<file path="src/rtl/cp0_int_ctrl_if.sv">
// cp0_int_ctrl_if: CP0 register-bus, exception/interrupt request and catch signals.
interface cp0_int_ctrl_if #(
  parameter int DATA_WIDTH     = 32,
  parameter int PC_WIDTH       = 30,
  parameter int REG_ADDR_WIDTH = 5,
  parameter int N_INTS         = 8
);
  logic                      i_en;
  logic [REG_ADDR_WIDTH-1:0] i_address;
  logic [DATA_WIDTH-1:0]     i_din;
  logic                      i_rfe_en;
  logic [4:0]                i_exceptions;
  logic                      i_delay_slot;
  logic [N_INTS-1:0]         i_interrupts;
  logic [PC_WIDTH-1:0]       i_pc;
  logic [DATA_WIDTH-1:0]     o_dout;
  logic [PC_WIDTH-1:0]       o_epc;
  logic                      o_ie_catch;
  logic                      o_int_only;
  logic [4:0]                o_code;
  logic                      o_timer_irq;
  modport master (
    output i_en, i_address, i_din, i_rfe_en, i_exceptions, i_delay_slot, i_interrupts, i_pc,
    input  o_dout, o_epc, o_ie_catch, o_int_only, o_code, o_timer_irq
  );
  modport slave (
    input  i_en, i_address, i_din, i_rfe_en, i_exceptions, i_delay_slot, i_interrupts, i_pc,
    output o_dout, o_epc, o_ie_catch, o_int_only, o_code, o_timer_irq
  );
endinterface

</file>
<file path="src/rtl/cp0_int_ctrl.sv">
// cp0_int_ctrl: CP0 exception/interrupt controller with IE save stack and edge/level sources.
// Define CP0_TIMER_EN to add the COUNT/COMPARE timer feeding source TIMER_IRQ.
module cp0_int_ctrl #(
  parameter int DATA_WIDTH     = 32,
  parameter int PC_WIDTH       = 30,
  parameter int REG_ADDR_WIDTH = 5,
  parameter int N_INTS         = 8,
  parameter int IE_DEPTH       = 3,
  parameter int TIMER_IRQ      = 7
) (
  input logic           i_clk,
  input logic           i_arst_n,
  cp0_int_ctrl_if.slave bus
);
  localparam logic [REG_ADDR_WIDTH-1:0] A_COUNT   = REG_ADDR_WIDTH'(9);
  localparam logic [REG_ADDR_WIDTH-1:0] A_COMPARE = REG_ADDR_WIDTH'(11);
  localparam logic [REG_ADDR_WIDTH-1:0] A_STATUS  = REG_ADDR_WIDTH'(12);
  localparam logic [REG_ADDR_WIDTH-1:0] A_CAUSE   = REG_ADDR_WIDTH'(13);
  localparam logic [REG_ADDR_WIDTH-1:0] A_EPC     = REG_ADDR_WIDTH'(14);
  localparam logic [REG_ADDR_WIDTH-1:0] A_MODE    = REG_ADDR_WIDTH'(15);
  logic [4:0]            r_exc_mask, r_cause_exc, r_code;
  logic [IE_DEPTH-1:0]   r_ie;
  logic [N_INTS-1:0]     r_int_mask, r_mode, r_pend, r_int_ff;
  logic                  r_bd;
  logic [PC_WIDTH-1:0]   r_epc;
  logic [DATA_WIDTH-1:0] r_dout;
  logic [N_INTS-1:0]     w_irq, w_rise, w_pend, w_int_req, w_int_hot, w_w1c, w_clr;
  logic [4:0]            w_exc_req, w_code;
  logic                  w_catch, w_int_only, w_wr_status, w_wr_epc, w_wr_mode;
  logic [DATA_WIDTH-1:0] w_rd;
  assign w_wr_status = bus.i_en && bus.i_address == A_STATUS;
  assign w_wr_epc    = bus.i_en && bus.i_address == A_EPC;
  assign w_wr_mode   = bus.i_en && bus.i_address == A_MODE;
  assign w_w1c       = (bus.i_en && bus.i_address == A_CAUSE) ? bus.i_din[16 +: N_INTS] : '0;
`ifdef CP0_TIMER_EN
  logic [DATA_WIDTH-1:0] r_count, r_compare;
  logic                  r_timer_irq;
  logic                  w_wr_count, w_wr_compare;
  assign w_wr_count   = bus.i_en && bus.i_address == A_COUNT;
  assign w_wr_compare = bus.i_en && bus.i_address == A_COMPARE;
  always_ff @(posedge i_clk or negedge i_arst_n)
    if (!i_arst_n) begin
      r_count     <= '0;
      r_compare   <= '0;
      r_timer_irq <= 1'b0;
    end else begin
      r_count     <= w_wr_count ? bus.i_din : r_count + 1'b1;
      r_compare   <= w_wr_compare ? bus.i_din : r_compare;
      r_timer_irq <= (r_count == r_compare) | (r_timer_irq & ~w_wr_compare);
    end
  assign bus.o_timer_irq = r_timer_irq;
  assign w_irq = bus.i_interrupts | (N_INTS'(r_timer_irq) << TIMER_IRQ);
`else
  assign bus.o_timer_irq = 1'b0;
  assign w_irq = bus.i_interrupts;
`endif
  // level sources bypass the latch and follow the live line
  assign w_rise     = w_irq & ~r_int_ff;
  assign w_pend     = (r_mode & r_pend) | (~r_mode & w_irq);
  assign w_exc_req  = bus.i_exceptions & r_exc_mask;
  assign w_int_req  = w_pend & r_int_mask & {N_INTS{r_ie[0]}};
  assign w_catch    = |w_exc_req | |w_int_req;
  assign w_int_only = ~|w_exc_req & |w_int_req;
  assign w_clr      = w_w1c | (w_int_only ? w_int_hot : '0);
  always_comb begin
    w_code    = '0;
    w_int_hot = '0;
    for (int k = N_INTS - 1; k >= 0; k--)
      if (w_int_req[k]) begin
        w_code    = 5'(16 + k);
        w_int_hot = N_INTS'(1) << k;
      end
    for (int k = 4; k >= 0; k--)
      if (w_exc_req[k]) w_code = 5'(k);
  end
  always_comb begin
    w_rd = '0;
    case (bus.i_address)
      A_STATUS: begin
        w_rd[4:0]           = r_exc_mask;
        w_rd[8 +: IE_DEPTH] = r_ie;
        w_rd[16 +: N_INTS]  = r_int_mask;
      end
      A_CAUSE: begin
        w_rd[4:0]          = r_cause_exc;
        w_rd[5]            = r_bd;
        w_rd[12:8]         = r_code;
        w_rd[16 +: N_INTS] = w_pend;
      end
      A_EPC:     w_rd[PC_WIDTH+1:2] = r_epc;
      A_MODE:    w_rd[N_INTS-1:0]   = r_mode;
`ifdef CP0_TIMER_EN
      A_COUNT:   w_rd = r_count;
      A_COMPARE: w_rd = r_compare;
`endif
      default:   w_rd = '0;
    endcase
  end
  always_ff @(posedge i_clk or negedge i_arst_n)
    if (!i_arst_n) begin
      r_exc_mask  <= 5'h1f;
      r_ie        <= '1;
      r_int_mask  <= '1;
      r_mode      <= '1;
      r_pend      <= '0;
      r_int_ff    <= '0;
      r_cause_exc <= '0;
      r_bd        <= 1'b0;
      r_code      <= '0;
      r_epc       <= '0;
      r_dout      <= '0;
    end else begin
      r_int_ff <= w_irq;
      r_pend   <= ((r_pend & ~w_clr) | w_rise) & r_mode;
      r_dout   <= w_rd;
      r_ie     <= w_catch ? {r_ie[IE_DEPTH-2:0], 1'b0} :
                  bus.i_rfe_en ? {1'b1, r_ie[IE_DEPTH-1:1]} :
                  w_wr_status ? bus.i_din[8 +: IE_DEPTH] : r_ie;
      r_epc    <= w_catch ? bus.i_pc : w_wr_epc ? bus.i_din[PC_WIDTH+1:2] : r_epc;
      if (w_wr_status) begin
        r_exc_mask <= bus.i_din[4:0];
        r_int_mask <= bus.i_din[16 +: N_INTS];
      end
      if (w_wr_mode) r_mode <= bus.i_din[N_INTS-1:0];
      if (w_catch) begin
        r_cause_exc <= w_exc_req;
        r_bd        <= bus.i_delay_slot;
        r_code      <= w_code;
      end
    end
  assign bus.o_dout     = r_dout;
  assign bus.o_epc      = r_epc;
  assign bus.o_ie_catch = w_catch;
  assign bus.o_int_only = w_int_only;
  assign bus.o_code     = w_code;
endmodule

</file>
<file path="src/flat_wrapper.sv">
// flat-port wrapper written by rule: the top's interface ports become plain ports
module cp0_int_ctrl_flat 
#(
  parameter int DATA_WIDTH     = 32,
  parameter int PC_WIDTH       = 30,
  parameter int REG_ADDR_WIDTH = 5,
  parameter int N_INTS         = 8,
  parameter int IE_DEPTH       = 3,
  parameter int TIMER_IRQ      = 7
)
  (i_clk, i_arst_n, bus_i_en, bus_i_address, bus_i_din, bus_i_rfe_en, bus_i_exceptions, bus_i_delay_slot, bus_i_interrupts, bus_i_pc, bus_o_dout, bus_o_epc, bus_o_ie_catch, bus_o_int_only, bus_o_code, bus_o_timer_irq);
  cp0_int_ctrl_if #(.DATA_WIDTH(DATA_WIDTH), .PC_WIDTH(PC_WIDTH), .REG_ADDR_WIDTH(REG_ADDR_WIDTH), .N_INTS(N_INTS)) bus_i ();
  input logic i_clk;
  input logic i_arst_n;
  input wire logic [$bits(bus_i.i_en)-1:0] bus_i_en;
  input wire logic [$bits(bus_i.i_address)-1:0] bus_i_address;
  input wire logic [$bits(bus_i.i_din)-1:0] bus_i_din;
  input wire logic [$bits(bus_i.i_rfe_en)-1:0] bus_i_rfe_en;
  input wire logic [$bits(bus_i.i_exceptions)-1:0] bus_i_exceptions;
  input wire logic [$bits(bus_i.i_delay_slot)-1:0] bus_i_delay_slot;
  input wire logic [$bits(bus_i.i_interrupts)-1:0] bus_i_interrupts;
  input wire logic [$bits(bus_i.i_pc)-1:0] bus_i_pc;
  output wire logic [$bits(bus_i.o_dout)-1:0] bus_o_dout;
  output wire logic [$bits(bus_i.o_epc)-1:0] bus_o_epc;
  output wire logic [$bits(bus_i.o_ie_catch)-1:0] bus_o_ie_catch;
  output wire logic [$bits(bus_i.o_int_only)-1:0] bus_o_int_only;
  output wire logic [$bits(bus_i.o_code)-1:0] bus_o_code;
  output wire logic [$bits(bus_i.o_timer_irq)-1:0] bus_o_timer_irq;
  assign bus_i.i_en = bus_i_en;
  assign bus_i.i_address = bus_i_address;
  assign bus_i.i_din = bus_i_din;
  assign bus_i.i_rfe_en = bus_i_rfe_en;
  assign bus_i.i_exceptions = bus_i_exceptions;
  assign bus_i.i_delay_slot = bus_i_delay_slot;
  assign bus_i.i_interrupts = bus_i_interrupts;
  assign bus_i.i_pc = bus_i_pc;
  assign bus_o_dout = bus_i.o_dout;
  assign bus_o_epc = bus_i.o_epc;
  assign bus_o_ie_catch = bus_i.o_ie_catch;
  assign bus_o_int_only = bus_i.o_int_only;
  assign bus_o_code = bus_i.o_code;
  assign bus_o_timer_irq = bus_i.o_timer_irq;
  cp0_int_ctrl #(.DATA_WIDTH(DATA_WIDTH), .PC_WIDTH(PC_WIDTH), .REG_ADDR_WIDTH(REG_ADDR_WIDTH), .N_INTS(N_INTS), .IE_DEPTH(IE_DEPTH), .TIMER_IRQ(TIMER_IRQ)) u_core (.i_clk(i_clk), .i_arst_n(i_arst_n), .bus(bus_i));
endmodule
</file>
<file path="config.mk">
export PLATFORM = sky130hd
export DESIGN_NAME = cp0_int_ctrl_flat
export DESIGN_NICKNAME = d
export VERILOG_FILES = /design/src/rtl/cp0_int_ctrl_if.sv /design/src/rtl/cp0_int_ctrl.sv /design/src/flat_wrapper.sv
export SDC_FILE = /design/constraint.sdc
export NUM_CORES = 1
export LEC_CHECK = 0
export ABC_CLOCK_PERIOD_IN_PS = 3070
export BUFFER_PORTS_ARGS = -buffer_cell sky130_fd_sc_hd__buf_2
export CAP_MARGIN = 15
export CORE_UTILIZATION = 45
export CTS_BUF_LIST = sky130_fd_sc_hd__clkbuf_4
export DETAILED_ROUTE_END_ITERATION = 8
export GPL_TIMING_DRIVEN = 0
export MAX_ROUTING_LAYER = met4
export PLACE_DENSITY_LB_ADDON = 0.12
export RECOVER_POWER = 100
export SLEW_MARGIN = 30
export SYNTH_ARGS = -nofsm -noshare
export SYNTH_HDL_FRONTEND = slang
export SYNTH_SLANG_ARGS = --single-unit
export TNS_END_PERCENT = 100
</file>
<file path="constraint.sdc">
create_clock -name i_clk -period 3.07 [get_ports i_clk]
set_clock_uncertainty 0.2 [all_clocks]
set_input_delay 0.307 -clock i_clk [delete_from_list [all_inputs] [get_ports i_clk]]
set_output_delay 0.307 -clock i_clk [all_outputs]
set_load 0.02 [all_outputs]
</file>
## Word level (Yosys, flattened, before mapping)

Cells that the tools add are included.

- Flip-flop bits (word level): 113
- Output and inout bits: 70

- Eq/ne operators: 4
- Mux-type cells: 37
- Bitwise logic cells: 16
- Reductions and logical operators: 9

Operator list:

| cell | count |
|---|---|
| 8-bit 2-to-1 mux | 11 |
| 5-bit 2-to-1 mux | 13 |
| 30-bit 2-to-1 mux | 2 |
| 8-bit AND | 7 |
| 8-bit inverter | 3 |
| 8-bit bitwise OR | 3 |
| 8-bit one-hot mux with 3 select lines | 1 |
| 5-bit by 4-bit equality test with 1-bit output (second input constant) | 4 |
| 3-bit 2-to-1 mux | 4 |
| 3-bit one-hot mux with 4 select lines | 1 |
| 3-bit one-hot mux with 3 select lines | 1 |
| 2-bit one-hot mux with 2 select lines | 2 |
| 8-bit OR reduction | 1 |
| 2-bit one-hot mux with 3 select lines | 1 |
| 5-bit AND | 1 |
| 5-bit OR reduction | 1 |
| 1-bit logical AND | 4 |
| 1-bit one-hot mux with 3 select lines | 1 |
| 3-bit nonzero test | 1 |
| 2-bit nonzero test | 1 |
| 1-bit AND | 1 |
| 1-bit logical NOT | 1 |
| 1-bit bitwise OR | 1 |

## Longest topological paths before layout

- Depth after elaboration: 19
- Depth in mapped cells: 8

## Worst setup path before layout

No wires, ideal clock.

- Path type: register -> register
- Start point: register u_core.r_mode[1]
- End point: register u_core.r_epc[10], in the netlist u_core.bus.o_epc[10]
- Setup time: 0.127 ns
- Arrival time: 2.288 ns
- Setup slack: 0.455 ns
- Stages on the path, launching flop included: 8
- Path buffers: 2
- Path through: dfstp_2 mux2_4 a32o_2 nor4_4 and2_4 buf_6 buf_6 mux2_1

- Cells in the longest elaborated chain, start to end: 8
- Elaborated cells on any way between the ends: 10
- Classes of those cells: 1 x mux; 7 x bitwise; 2 x reduce/logical

RTL lines:

| element | line | source |
|---|---|---|
| start: declaration | cp0_int_ctrl.sv:23 | `logic [N_INTS-1:0] r_int_mask, r_mode, r_pend, r_int_ff;` |
| start signal: assignment | cp0_int_ctrl.sv:124 | `if (w_wr_mode) r_mode <= bus.i_din[N_INTS-1:0];` |
| 8-bit inverter | cp0_int_ctrl.sv:59 | `assign w_pend = (r_mode & r_pend) \| (~r_mode & w_irq);` |
| 8-bit AND | cp0_int_ctrl.sv:59 |  |
| 8-bit bitwise OR (*) | cp0_int_ctrl.sv:59 |  |
| 8-bit AND (*) (2 in series) | cp0_int_ctrl.sv:61 | `assign w_int_req = w_pend & r_int_mask & {N_INTS{r_ie[0]}};` |
| 8-bit OR reduction (*) | cp0_int_ctrl.sv:62 | `assign w_catch = \|w_exc_req \| \|w_int_req;` |
| 1-bit bitwise OR (*) | cp0_int_ctrl.sv:62 |  |
| 30-bit 2-to-1 mux or 2-bit nonzero test (tied branches) | -- |  |
| end signal: assignment | cp0_int_ctrl.sv:119 | `r_epc <= w_catch ? bus.i_pc : w_wr_epc ? bus.i_din[PC_WIDTH+1:2] : r_epc;` |
| end: declaration | cp0_int_ctrl.sv:25 | `logic [PC_WIDTH-1:0] r_epc;` |

Mark *: on every way between the ends. The rest lies on a longest branch, timed or not.
A chain may end at the register's enable or synchronous reset.

## Worst setup path after layout

- Start point: register u_core.r_mode[6]
- End point: output bus_o_code[0]

- Cells in the longest elaborated chain, start to end: 17
- Elaborated cells on any way between the ends: 18
- Classes of those cells: 12 x mux; 6 x bitwise

RTL lines:

| element | line | source |
|---|---|---|
| 8-bit inverter | cp0_int_ctrl.sv:59 |  |
| 8-bit AND | cp0_int_ctrl.sv:59 |  |
| 8-bit bitwise OR (*) | cp0_int_ctrl.sv:59 |  |
| 8-bit AND (*) (2 in series) | cp0_int_ctrl.sv:61 |  |
| 5-bit 2-to-1 mux (*) (7 in series) | cp0_int_ctrl.sv:69 | `if (w_int_req[k]) begin` |
| 5-bit 2-to-1 mux (*) (5 in series) | cp0_int_ctrl.sv:74 | `if (w_exc_req[k]) w_code = 5'(k);` |
| end: declaration | flat_wrapper.sv:27 | `output wire logic [$bits(bus_i.o_code)-1:0] bus_o_code;` |

Marks and branches as above.

==> results by group <==
Outcome
  – Status: completed

Synth
  – Cells after Synth: 401
  – Top FF cell, synth: dfrtp_1
  – Largest family of logic cells by synthesized area: multiplexers
  – Post-Synth Adder-Cell Area: 0%
  – Synth top area share: between 40% and 50%
  – XOR/XNOR Fraction of Synth Area: 0%
  – Sequential fraction of the synthesis area: between 50% and 60%
  – Compound-cell area share of the yosys netlist: 10.0%
  – Warnings, synthesis: 0
  – Simple-gate share of the synthesized area: a little over 9%
  – Avg Cell Area, Syn: ~13 um^2
  – Post-synthesis mux area share: 21.9%
  – Yosys cell types: slightly above 50
  – Top post-synthesis cells by area: dfrtp_1 43%, mux2_2 16%, dfstp_2 12%, mux2_1 3.1%, nand2_1 2.6%
  – Post-synth EDFFs: 0
  – Synthesized flop and latch total: ~110
  – Post-Syn Area: 5070 um^2
  – Async S/R FF share, synth: 100%
  – Cell taking the most area after synthesis: dfrtp_1

Worst setup path
  – CP max FO: 5
  – Slowest-stage cell, CP: dfstp_2
  – Required @ worst endpoint: 2.56 ns
  – Crit Path Class: reg -> out
  – CP Buf/Inv Count: 1
  – Worst EP arrival: between 2 and 3 ns
  – Largest stage delay, worst path: 0.61 ns
  – Cells along the critical path: mux2_2 > a311oi_2 > o221ai_2 > a21oi_2 > buf_2
  – Startpoint Class: flop
  – Kind of cell adding the most delay to the critical path: compound AO/OA/AOI/OAI gates
  – Crit path capture type: primary output

Die
  – Die area: 11700 um^2
  – Num ports: 155
  – Core Box Area: 10900 um^2
  – # rows: 38
  – Die Wd: 108 um
  – Die Span Y: 108 um
  – Starting Density: 46.4%

Timing
  – Final Hold Fails: 0
  – Final Slew Violations: 0
  – Final hold slack: between 0.0015 and 0.002 ns
  – RSZ-0062 raised after global routing: yes
  – Slew margin rel.: just under 9%
  – Setup-failing EPs final: 0
  – Period utilization: 98.9%
  – Least-Margin Pin Slew: 1.37 ns
  – Post-route minimum period: 3.04 ns
  – Fmax: about 330 MHz

CTS
  – H-tree levels: 3
  – CTS tree: done
  – CTS Buffer Depth: 2
  – Sink Count: 112
  – Clock-pin slew on the worst setup and hold paths: ~0.16 ns
  – Clk_lat worst skew: 0.48 ns
  – CTS Buf Count: 9
  – CTS root buf: clkbuf_4

Final layout
  – Reg area: 2830 um^2
  – Fill count: 926
  – Layout cells sized above 1: between 30% and 40%
  – Final Net Count: 736
  – Commonest cells after routing, fill and taps aside: 88 x dfrtp_1, 80 x clkbuf_1, 80 x buf_2, 77 x dlygate4sd3_1, 71 x mux2_2
  – Commonest non-fill, non-tap cell in the layout: dfrtp_1
  – Multi-input logic area: 2190 um^2
  – P&R area growth vs syn: 37.9%
  – Final Core Density: 64.0%

Detailed routing
  – WL final: 14300 um
  – Via count: 4235
  – DR pass1 iterations: 5
  – Remaining antenna violation count: 0
  – Starting DRT DRC Count: 205
  – Wire per inst: 17.9 um
  – Remaining DRCs: 0
  – Vias per inst: 5.31

Min path
  – Hold Crit Class: in -> reg

Pwr
  – P per Cell Area: 651 nW/um^2
  – Leakage power: about 3.2 nW
  – Worst VDD drop: 382 uV

Global routing
  – Tot GR Track Use: 25.4%
  – Initial antenna violation count: 1
  – Largest net degree at the start of global routing: 60
  – GRT overflow: 0
  – Vias in the first global route: 4211
  – First-pass GRT wire length: 21400 um

Flow run
  – Total of max-cap violations: 0

Placement
  – GPL Wtd Cong: 0.855
  – Hpwl dp: 9640 um
  – Port bufs: 151
stage by stage:
| stage | cell area, um^2 | total power (W) | cells | TNS (ns) | setup slack, ns |
|---|---|---|---|---|---|
| floorplan | 5080 | 0.00318 | 402 | 0 | 0.455 |
| global placement | 6010 | 0.00370 | 693 | 0 | 0.135 |
| detailed placement | 6050 | 0.00376 | 694 | 0 | 0.104 |
| CTS | 7030 | 0.00461 | 791 | -0.0117 | -0.0117 |
| global route | 7000 | 0.00480 | 797 | -0.0334 | -0.0176 |
| finish | 7000 | 0.00456 | 797 | 0 | 0.0349 |
final timing paths:
kind / from / to / slack [ns] / cells after the start
max: u_core.r_mode[6] / bus_o_code[0] / 0.03 / 5
min in group asynchronous: i_arst_n / u_core.bus.o_dout[5] / 0.44 / 2
max in group asynchronous: i_arst_n / u_core.bus.o_epc[22] / 0.65 / 3
min reg2reg: u_core.r_int_ff[5] / u_core.r_pend[5] / 0.22 / 1
min: bus_i_din[8] / u_core.bus.o_epc[6] / 0.002 / 3
max reg2reg: u_core.r_mode[4] / u_core.bus.o_epc[13] / 0.09 / 7
cell type report:
cell class / instances / area share (%)
buffer: 17 / 1.64
inverter: 12 / 0.643
timing repair buffer: 238 / 21.6
clock buffer: 10 / 1.07
antenna: 1 / 0.0357
sequential: 112 / 40.5
clock inverter: 6 / 0.715
multi-input combinational: 261 / 31.3
tap: 140 / 2.50
cell families after synthesis:
family,after synthesis
compound gates,70
simple gates,90
other cells,1
flops,112
buf+inv,29
mux,99
cell usage after synthesis, types with 3 or more instances:
master,count
a222oi_1,5
a22o_1,3
clkbuf_1,11
mux2_1,14
a31oi_1,3
dfstp_2,24
dfrtp_1,88
mux2_2,72
inv_1,11
a21oi_1,10
mux2_4,3
o21a_1,3
nor2b_1,6
and2_1,17
nand2_1,35
nand3_1,9
nor2_1,9
a22oi_1,15
mux2i_1,10
buf_4,3
o21ai_0,10
worst reg2reg max path: cells and delay by family (launching register included):
family	cells	cell delay (ns)
muxes	2	0.72
buffers and inverters	2	0.70
DFF	1	0.63
and+or+nand+nor	3	0.62
layer usage:
metal  part of all wire (%)  vias to the layer above  global-route usage (%)
li1                       -                     1955                       -
met1                     44                     2121                    33.3
met2                     50                      140                    41.0
met3                    4.3                       19                    2.89
met4                    1.9                        0                    8.71
met5                      0                        -                       -
report_power, final:
part / switching [W] / internal (W)
sequential: 0.000278 / 0.00187
clock: 0.000467 / 0.000247
combinational: 0.000882 / 0.000807
total: 0.00163 / 0.00293
flip-flops by register name, summed over array words and instances (netlist names):
name and flops:
u_core.r_mode 8, u_core.bus.o_epc 30, u_core.r_ie 3, u_core.r_exc_mask 5, u_core.r_int_ff 8, u_core.bus.o_dout 32, u_core.r_code 4, u_core.r_bd 1
u_core.r_int_mask 8, u_core.r_pend 8, u_core.r_cause_exc 5
what timing repair did:
item                                   in CTS  in global routing
gates resized for setup                    13                 10
buffers inserted                            4                  5
hold buffers                               77                  0
endpoints found under the hold margin     172                  0
setup endpoints to repair                   6                  7
pin swaps                                   2                  4
Note: power is estimated with default switching activity, not from simulation.
